--- src/rtl/cru_pkg.sv ---
// Shared CRU bus definitions: op encodings, address width and initiator states.
// Also used by the peripheral-side CRU decoder.
package cru_pkg;

    localparam int CRU_ADDR_W = 12;

    localparam logic [1:0] CRU_SBZ  = 2'b00;
    localparam logic [1:0] CRU_SBO  = 2'b01;
    localparam logic [1:0] CRU_LDCR = 2'b10;
    localparam logic [1:0] CRU_STCR = 2'b11;

    localparam logic [2:0] ST_IDLE  = 3'd0;
    localparam logic [2:0] ST_SETUP = 3'd1;
    localparam logic [2:0] ST_PULSE = 3'd2;
    localparam logic [2:0] ST_HOLD  = 3'd3;
    localparam logic [2:0] ST_DONE  = 3'd4;

    // Level driven on CRUOUT for the bit currently on the bus.
    function automatic logic cru_out_bit(input logic [1:0] op, input logic data_bit);
        case (op)
            CRU_SBO:  return 1'b1;
            CRU_LDCR: return data_bit;
            default:  return 1'b0;
        endcase
    endfunction

    // Bits moved by one command; single-bit ops ignore the count, and 0 means 16.
    function automatic logic [4:0] cru_bit_count(input logic [1:0] op, input logic [3:0] count);
        if (op == CRU_SBZ || op == CRU_SBO) return 5'd1;
        if (count == 4'd0)                  return 5'd16;
        return {1'b0, count};
    endfunction

endpackage

--- src/rtl/cru_phase_timer.sv ---
// Loadable down-counter timing one SETUP or PULSE phase of CLK_DIV cycles.
// phase_done is high in the last cycle of the phase.
module cru_phase_timer #(
    parameter int unsigned CLK_DIV = 4
) (
    input  logic clk,
    input  logic rst_n,
    input  logic load,
    output logic phase_done
);

    localparam logic [3:0] LOAD_VAL = 4'(CLK_DIV - 1);

    logic [3:0] cnt_q;
    logic [3:0] cnt_d;

    always_comb begin
        // NOTE: default first so every path assigns cnt_d and no latch is inferred.
        cnt_d = cnt_q;
        if (load) begin
            cnt_d = LOAD_VAL;
        end else if (cnt_q != 4'd0) begin
            cnt_d = cnt_q - 4'd1;
        end
    end

    assign phase_done = (cnt_q == 4'd0);

    // NOTE: flops take non-blocking assignments so every flop samples pre-edge values.
    always_ff @(posedge clk or negedge rst_n) begin
        if (!rst_n) begin
            cnt_q <= 4'd0;
        end else begin
            cnt_q <= cnt_d;
        end
    end

endmodule

--- src/rtl/cru_master.sv ---
// CRU bus initiator: runs SBZ/SBO/LDCR/STCR commands as serial CRU bus cycles
// and returns sampled CRUIN data on a one-cycle completion pulse.
module cru_master
    import cru_pkg::*;
#(
    parameter int unsigned CLK_DIV = 4
) (
    input  logic                  clk,
    input  logic                  rst_n,
    input  logic                  cmd_valid,
    output logic                  cmd_ready,
    input  logic [1:0]            cmd_op,
    input  logic [CRU_ADDR_W-1:0] cmd_addr,
    input  logic [3:0]            cmd_count,
    input  logic [15:0]           cmd_data,
    output logic                  rsp_valid,
    output logic [15:0]           rsp_data,
    output logic [CRU_ADDR_W-1:0] cru_address,
    output logic                  cruout,
    output logic                  cruclk,
    input  logic                  cruin
);

    logic [2:0]            state_q, state_d;
    logic [1:0]            op_q, op_d;
    logic [4:0]            cnt_q, cnt_d;
    logic [3:0]            idx_q, idx_d;
    logic [15:0]           data_q, data_d;
    logic [15:0]           in_q, in_d;
    logic [CRU_ADDR_W-1:0] cru_address_q, cru_address_d;
    logic                  cruout_q, cruout_d;
    logic                  cruclk_q, cruclk_d;
    logic                  phase_done;
    logic                  timer_load;

    // The timer is parked loaded outside SETUP/PULSE and reloads at each phase end.
    assign timer_load = (state_q != ST_SETUP && state_q != ST_PULSE) || phase_done;

    cru_phase_timer #(.CLK_DIV(CLK_DIV)) u_timer (
        .clk        (clk),
        .rst_n      (rst_n),
        .load       (timer_load),
        .phase_done (phase_done)
    );

    always_comb begin
        state_d       = state_q;
        op_d          = op_q;
        cnt_d         = cnt_q;
        idx_d         = idx_q;
        data_d        = data_q;
        in_d          = in_q;
        cru_address_d = cru_address_q;
        cruout_d      = cruout_q;
        cruclk_d      = cruclk_q;
        case (state_q)
            ST_IDLE: begin
                if (cmd_valid) begin
                    op_d          = cmd_op;
                    cnt_d         = cru_bit_count(cmd_op, cmd_count);
                    idx_d         = 4'd0;
                    data_d        = cmd_data;
                    in_d          = 16'd0;
                    cru_address_d = cmd_addr;
                    cruout_d      = cru_out_bit(cmd_op, cmd_data[0]);
                    state_d       = ST_SETUP;
                end
            end
            ST_SETUP: begin
                if (phase_done) begin
                    if (op_q == CRU_STCR) begin
                        in_d[idx_q] = cruin;
                        state_d     = ST_HOLD;
                    end else begin
                        cruclk_d = 1'b1;
                        state_d  = ST_PULSE;
                    end
                end
            end
            ST_PULSE: begin
                if (phase_done) begin
                    cruclk_d = 1'b0;
                    state_d  = ST_HOLD;
                end
            end
            ST_HOLD: begin
                // The bus keeps the last bit's address and level once the count runs out.
                if (cnt_q == 5'd1) begin
                    state_d = ST_DONE;
                end else begin
                    cnt_d         = cnt_q - 5'd1;
                    idx_d         = idx_q + 4'd1;
                    data_d        = data_q >> 1;
                    cru_address_d = cru_address_q + 12'd1;
                    cruout_d      = cru_out_bit(op_q, data_q[1]);
                    state_d       = ST_SETUP;
                end
            end
            ST_DONE: state_d = ST_IDLE;
            default: state_d = ST_IDLE;
        endcase
    end

    always_ff @(posedge clk or negedge rst_n) begin
        if (!rst_n) begin
            state_q       <= ST_IDLE;
            op_q          <= CRU_SBZ;
            cnt_q         <= 5'd0;
            idx_q         <= 4'd0;
            data_q        <= 16'd0;
            in_q          <= 16'd0;
            cru_address_q <= '0;
            cruout_q      <= 1'b0;
            cruclk_q      <= 1'b0;
        end else begin
            state_q       <= state_d;
            op_q          <= op_d;
            cnt_q         <= cnt_d;
            idx_q         <= idx_d;
            data_q        <= data_d;
            in_q          <= in_d;
            cru_address_q <= cru_address_d;
            cruout_q      <= cruout_d;
            cruclk_q      <= cruclk_d;
        end
    end

    assign cmd_ready   = (state_q == ST_IDLE);
    assign rsp_valid   = (state_q == ST_DONE);
    assign rsp_data    = (state_q == ST_DONE) ? in_q : 16'd0;
    assign cru_address = cru_address_q;
    assign cruout      = cruout_q;
    assign cruclk      = cruclk_q;

endmodule

--- config.mk ---
export PLATFORM = sky130hd
export DESIGN_NAME = cru_master
export DESIGN_NICKNAME = d
export VERILOG_FILES = /design/src/rtl/cru_pkg.sv /design/src/rtl/cru_phase_timer.sv /design/src/rtl/cru_master.sv
export SDC_FILE = /design/constraint.sdc
export NUM_CORES = 1
export LEC_CHECK = 0
export CORE_ASPECT_RATIO = 1.2
export CORE_UTILIZATION = 25
export DETAILED_ROUTE_END_ITERATION = 7
export GPL_ROUTABILITY_DRIVEN = 0
export SLEW_MARGIN = 10
export SYNTH_ARGS = -nofsm -noshare
export SYNTH_HDL_FRONTEND = slang
export SYNTH_HIERARCHICAL = 1
export SYNTH_SLANG_ARGS = --single-unit
export TNS_END_PERCENT = 10
--- constraint.sdc ---
create_clock -name clk -period 3.25 [get_ports clk]
set_input_delay 0.65 -clock clk [delete_from_list [all_inputs] [get_ports clk]]
set_output_delay 0.65 -clock clk [all_outputs]
set_load 0.05 [all_outputs]
==> flow_metrics.py, run 1 <==
metrics = {
    "worst_setup_path": {
        "arrival_ps": 2030,
        "cp-end-kind": "output pin",
        "start_kind": "flop",
        "worst-setup-path-type": "reg2out",
        "critPathMaxFanout": 15,
        "crit_required_ps": 2600,
    },
    "layout": {
        "final_nets": 522,
        "syn_to_final_growth_pct": 33.9,
        "diodes": 0,
        "mostFrequentLayoutCell": "dfrtp_1",
        "fillCellCount": 1419,
        "final_cell_mix": "63 x dfrtp_1, 51 x clkdlybuf4s50_1, 50 x o21ai_0, 41 x nand2_1, 38 x nor2_1",
        "drive_above_1_share": 0.0994,
    },
    "placement": {
        "portBuffers": 69,
        "place_hpwl_mm": 6.32,
        "dp_slack_ps": 664,
    },
    "sta": {
        "setup_slack_ps": 574,
        "fmax_ghz": 0.374,
        "finalSetupViolCount": 0,
        "slew_headroom": 0.383,
        "fin_crit_ps": 2680,
        "finalClockSkew_ps": 4.38,
        "maxSlewViolCount": 0,
        "hold_viol": 0,
        "finalCritPeriodShare": 0.823,
        "rsz0062_at_grt": "false",
        "tns_ps": 0,
        "tightest_slew_ps": 926,
    },
    "grt": {
        "grt_pass1_wl_mm": 14.7,
        "overflow": 0,
        "grt_max_degree": 64,
        "grt_use_total": 0.124,
        "antenna_found_initial": 0,
        "first_global_vias": 3015,
    },
    "route": {
        "viasPerCell": 5.00,
        "drtPass1Iterations": 5,
        "wirelength_mm": 8.91,
        "drc": 0,
        "drtIter0Drc": 123,
        "wl_per_cell_um": 13.8,
        "drtAntennaViolNets": 0,
        "vias": 3217,
    },
    "logic_synthesis": {
        "netlist_top_cells_area": "dfrtp_1 44%, o21ai_0 7.0%, ha_1 5.3%",
        "synth_nets": 461,
        "netlist_area_um2": 3560,
        "syn_inst": 408,
        "synth_edf_count": 0,
        "yosysSeqAreaShare": 0.443,
        "yosys_warnings": 6,
        "syn_avg_cell_area_um2": 8.72,
        "synth_cell_type_count": 50,
        "synth_flop_cell": "dfrtp_1",
        "ys_async_sr_fraction": 1.00,
        "yosys.area.top_type": "dfrtp_1",
        "ys_ff_latch": 63,
        "yosys.area.top_type_share": 0.443,
    },
    "clock_network": {
        "cts_resized": 0,
        "cts.sinks": 63,
        "cts_setup_buffers": 0,
        "ctsHtreeMaxLevel": 3,
        "clockRootBuffer": "clkbuf_16",
        "cts_tree": "done",
        "ctsHoldBuffers": 0,
        "cts_buffer_depth": 2,
        "cts_buffers": 9,
        "clk_latency_ps": 330,
        "cts.reportedPaths.clkPinSlew_ps": 50,
    },
    "floorplan": {
        "coreArea_um2": 13800,
        "die_x_um": 111,
        "start_util": 0.257,
        "io_pins": 70,
        "dieArea_um2": 14700,
        "core.rowCount": 47,
        "die_h_um": 133,
    },
    "outcome": {
        "status": "complete, no violations",
    },
    "power_and_ir_drop": {
        "powerDensity_nw_per_um2": 880,
        "leakage_nw": 1.98,
        "vdd_drop_max_mv": 0.646,
    },
    "run": {
        "drv_cap": 0,
    },
    "worst_hold_path": {
        "hp-class": "in2async",
    },
}
==> cells in the mapped netlist (2+ instances only) <==
library cell  number
dfrtp_1           63
o21ai_0           50
nand2_1           41
nor2_1            38
a21oi_1           35
a31oi_1           23
and2_1            16
ha_1              15
inv_1             15
nand3_1           13
buf_2             11
nor3_1            11
clkbuf_1          10
nand2b_1           6
nor3b_1            5
and3_1             4
nand3b_1           3
nor2b_1            3
o22a_1             3
a21o_1             2
a311oi_1           2
buf_1              2
buf_6              2
mux2i_1            2
nand4_1            2
o21ai_1            2
o2bb2ai_1          2
o31ai_1            2
or2_2              2
or3_1              2
xnor2_1            2
==> worst max-delay path, stage by stage (launching register included) <==
cell and delay, ps:
dfrtp_1 540, nor3_1 310, clkdlybuf4s50_1 850
==> metrics by stage <==
step	total power, mW	hold slack (ps)	cell area (um2)	cells	util
final	4.19	488	4760	644	0.345
after global routing	4.47	540	4760	644	0.345
after CTS	4.22	494	4760	644	0.345
after detailed placement	3.19	482	4450	629	0.322
after global placement	3.12	478	4450	629	0.322
after floorplan	2.66	354	3560	408	-
==> power by group <==
group	switching [mW]	internal [mW]	total, mW
clock network	0.334	0.685	1.02
logic	1.11	0.690	1.80
registers	0.306	1.06	1.37
total	1.75	2.44	4.19
==> layout make-up <==
| cell class | instances | area (um2) | area share |
|---|---|---|---|
| flip-flops and latches | 63 | 1580 | 0.331 |
| inverters | 15 | 56.3 | 0.0118 |
| clock inverters | 4 | 70.1 | 0.0147 |
| repair buffers | 75 | 801 | 0.168 |
| clock buffers | 11 | 243 | 0.0510 |
| well taps | 171 | 214 | 0.0449 |
| multi-input cells | 305 | 1800 | 0.378 |
==> metal layers <==
layer | up-vias | share of wire | track usage
li1 | 1567 | - | -
met1 | 1531 | 0.46 | 0.162
met2 | 107 | 0.47 | 0.198
met3 | 12 | 0.058 | 0.0243
met4 | 0 | 0.015 | 0.0511
met5 | - | 0 | 0
==> cell families (layout without fill, tap and decap cells) <==
| family | count (synthesis) | after routing | share of synthesized area |
|---|---|---|---|
| XOR/XNOR | 2 | 2 | 0.00493 |
| AND/OR/NAND/NOR | 154 | 154 | 0.223 |
| AO/OA/AOI/OAI | 131 | 131 | 0.214 |
| buffers and inverters | 40 | 105 | 0.0503 |
| flip-flops | 63 | 63 | 0.443 |
| adder cells (fa/ha/maj) | 15 | 15 | 0.0528 |
| multiplexers | 3 | 3 | 0.0120 |
==> final timing paths <==
path / slack [ps] / start / depth (start not counted) / to
setup / recovery: 570 / state_q[0]$_DFFE_PN0P_ / 2 / cmd_ready
hold / removal: 490 / rst_n / 2 / u_timer/cnt_q[3]$_DFFE_PN0P_
setup reg to reg: 920 / state_q[2]$_DFFE_PN0P_ / 5 / idx_q[3]$_DFFE_PN0P_
hold reg to reg: 490 / in_q[11]$_DFFE_PN0P_ / 2 / in_q[11]$_DFFE_PN0P_
max in group asynchronous: 2200 / rst_n / 2 / in_q[8]$_DFFE_PN0P_
min in group clk: 490 / in_q[11]$_DFFE_PN0P_ / 2 / in_q[11]$_DFFE_PN0P_
==> registers in the layout, indices dropped and copies added (netlist names) <==
signal / flops
in_q: 16
op_q: 2
cruout: 1
data_q: 15
cnt_q: 5
cruclk: 1
cru_address: 12
idx_q: 4
state_q: 3
u_timer/cnt_q: 4
No activity file was read; power rests on OpenSTA's default activity.
==> run 2, diff against run 1 <==
- clock period: 3.25 -> 2.4 ns (I/O delays scaled with it)
==> run 2 against run 1 <==
Clock power grew 36%. Flip-flop and latch count is the same. Via count grew 0.12%. Count of clock-buffer cells in the layout shrank 1. Highest routed layer unchanged.
==> flow_metrics.py, run 2 (same netlist as run 1, synthesis figures left out) <==
metrics = {
    "outcome": {
        "status": "complete, no violations",
    },
    "floorplan": {
        "io_pins": 70,
        "dieArea_um2": 14700,
        "core.rowCount": 47,
        "coreArea_um2": 13800,
        "die_h_um": 133,
        "start_util": 0.257,
        "die_x_um": 111,
    },
    "sta": {
        "tns_ps": 0,
        "setup_slack_ps": 204,
        "tightest_slew_ps": 813,
        "fmax_ghz": 0.455,
        "rsz0062_at_grt": "false",
        "fin_crit_ps": 2200,
        "maxSlewViolCount": 0,
        "finalSetupViolCount": 0,
        "finalClockSkew_ps": 6.13,
        "slew_headroom": 0.458,
        "finalCritPeriodShare": 0.915,
        "hold_viol": 0,
    },
    "layout": {
        "diodes": 0,
        "syn_to_final_growth_pct": 38.3,
        "largest_reg_flops": 16,
        "drive_above_1_share": 0.115,
        "final_cell_mix": "63 x dfrtp_1, 50 x o21ai_0, 50 x clkdlybuf4s50_1, 41 x nand2_1, 38 x nor2_1",
        "final_nets": 528,
        "fillCellCount": 1414,
        "instances_no_fill": 651,
        "mostFrequentLayoutCell": "dfrtp_1",
        "regMostFlops": "in_q",
        "fin_area_um2": 4920,
    },
    "power_and_ir_drop": {
        "p_total_mw": 5.73,
        "vdd_drop_max_mv": 0.801,
        "combinationalPowerShare": 0.435,
        "p_switching_mw": 2.41,
        "clockPowerShare": 0.242,
        "power.internal_mw": 3.32,
        "sw_frac_of_total": 0.421,
        "seq_power_share": 0.323,
        "powerDensity_nw_per_um2": 1170,
        "leakage_nw": 2.02,
    },
    "clock_network": {
        "cts_buffer_depth": 2,
        "cts_setup_buffers": 0,
        "clk_latency_ps": 340,
        "cts_buffers": 9,
        "cts.sinks": 63,
        "cts_tree": "done",
        "clockRootBuffer": "clkbuf_16",
        "ctsHoldBuffers": 0,
        "ctsHtreeMaxLevel": 3,
        "cts.reportedPaths.clkPinSlew_ps": 50,
        "cts_resized": 0,
    },
    "placement": {
        "portBuffers": 69,
        "dp_cells": 633,
        "placed_area_um2": 4590,
        "dp_slack_ps": 232,
        "place_hpwl_mm": 6.40,
    },
    "route": {
        "viasPerCell": 4.95,
        "wirelength_mm": 9.14,
        "drtPass1Iterations": 4,
        "drtAntennaViolNets": 0,
        "vias": 3221,
        "drtIter0Drc": 137,
        "drc": 0,
        "wl_per_cell_um": 14.0,
    },
    "grt": {
        "gr-usage-met1": 0.167,
        "busiest_layer": "met2",
        "gr-usage-met3": 0.0257,
        "grt_use_total": 0.130,
        "grt_pass1_wl_mm": 15.2,
        "first_global_vias": 3036,
        "antenna_found_initial": 0,
        "grt_max_degree": 64,
        "grtUsageMet2": 0.210,
        "overflow": 0,
    },
    "worst_setup_path": {
        "critPathMaxFanout": 17,
        "crit_required_ps": 1920,
        "worst-path-buf-inv": 3,
        "arrival_ps": 1720,
        "crit_path_top_delay_cell": "dfrtp_1",
        "crit_family": "buffers and inverters",
        "cp_cell_sequence": "buf_4 -> nor3b_1 -> buf_4 -> and2_1 -> buf_12",
        "worst-setup-path-type": "reg2out",
        "start_kind": "flop",
        "cp-end-kind": "output pin",
        "max_stage_delay_ps": 420,
        "crit_top_cell": "buf_4",
    },
    "worst_hold_path": {
        "hp-class": "in2async",
    },
    "run": {
        "drv_cap": 0,
    },
}
run 2: cell count changes in the layout (fill, tap and decap cells not counted):
cell / before / now
buf_4: 14 / 12
clkbuf_8: 1 / 0
buf_12: 9 / 18
clkdlybuf4s50_1: 51 / 50
clkinvlp_4: 0 / 2
run 2: worst reg2reg max path: stages, from the launching register on:
cell	delay, ps
dfrtp_1	370
inv_1	100
ha_1	140
or4b_4	490
a21oi_2	430
buf_4	270
a21oi_1	60
o22a_1	200
run 2: worst paths after layout:
kind | endpoint | start | cells after the start | slack (ps)
max reg2reg | cru_address[6]$_DFFE_PN0P_ | cnt_q[1]$_DFFE_PN0P_ | 7 | 230
max in group asynchronous | cnt_q[2]$_DFFE_PN0P_ | rst_n | 2 | 1550
max | rsp_data[8] | state_q[2]$_DFFE_PN0P_ | 5 | 200
min in group clk | in_q[12]$_DFFE_PN0P_ | in_q[12]$_DFFE_PN0P_ | 2 | 490
min | u_timer/cnt_q[2]$_DFFE_PN0P_ | rst_n | 2 | 320
min reg2reg | in_q[12]$_DFFE_PN0P_ | in_q[12]$_DFFE_PN0P_ | 2 | 490
run 2: final cells by class:
type,instances,area [um2],area share
well taps,171,214,0.0435
repair buffers,81,956,0.194
inverters,15,56.3,0.0115
multi-input cells,305,1800,0.366
clock buffers,10,229,0.0466
clock inverters,6,85.1,0.0173
flip-flops and latches,63,1580,0.321
run 2: per-layer routing:
layer	wire, um	part of all wire	vias to the layer above
met5	0	0	-
met3	415	0.045	11
li1	-	-	1580
met4	161	0.018	0
met1	4210	0.46	1531
met2	4350	0.48	99
run 2: power groups by stage:
stage / sequential, mW / combinational [mW] / clock (mW)
2_1_floorplan: 2.09 / 1.52 / 0
3_3_place_gp: 1.84 / 2.42 / 0
3_5_place_dp: 1.86 / 2.48 / 0
4_1_cts: 1.85 / 2.49 / 1.41
5_1_grt: 1.91 / 2.76 / 1.46
6_report: 1.85 / 2.49 / 1.39
run 2: per-stage QoR:
stage | utilization | hold slack (ps)
finish | 0.356 | 318
global route | 0.356 | 423
CTS | 0.355 | 372
detailed placement | 0.332 | 487
global placement | 0.332 | 483
floorplan | - | 184
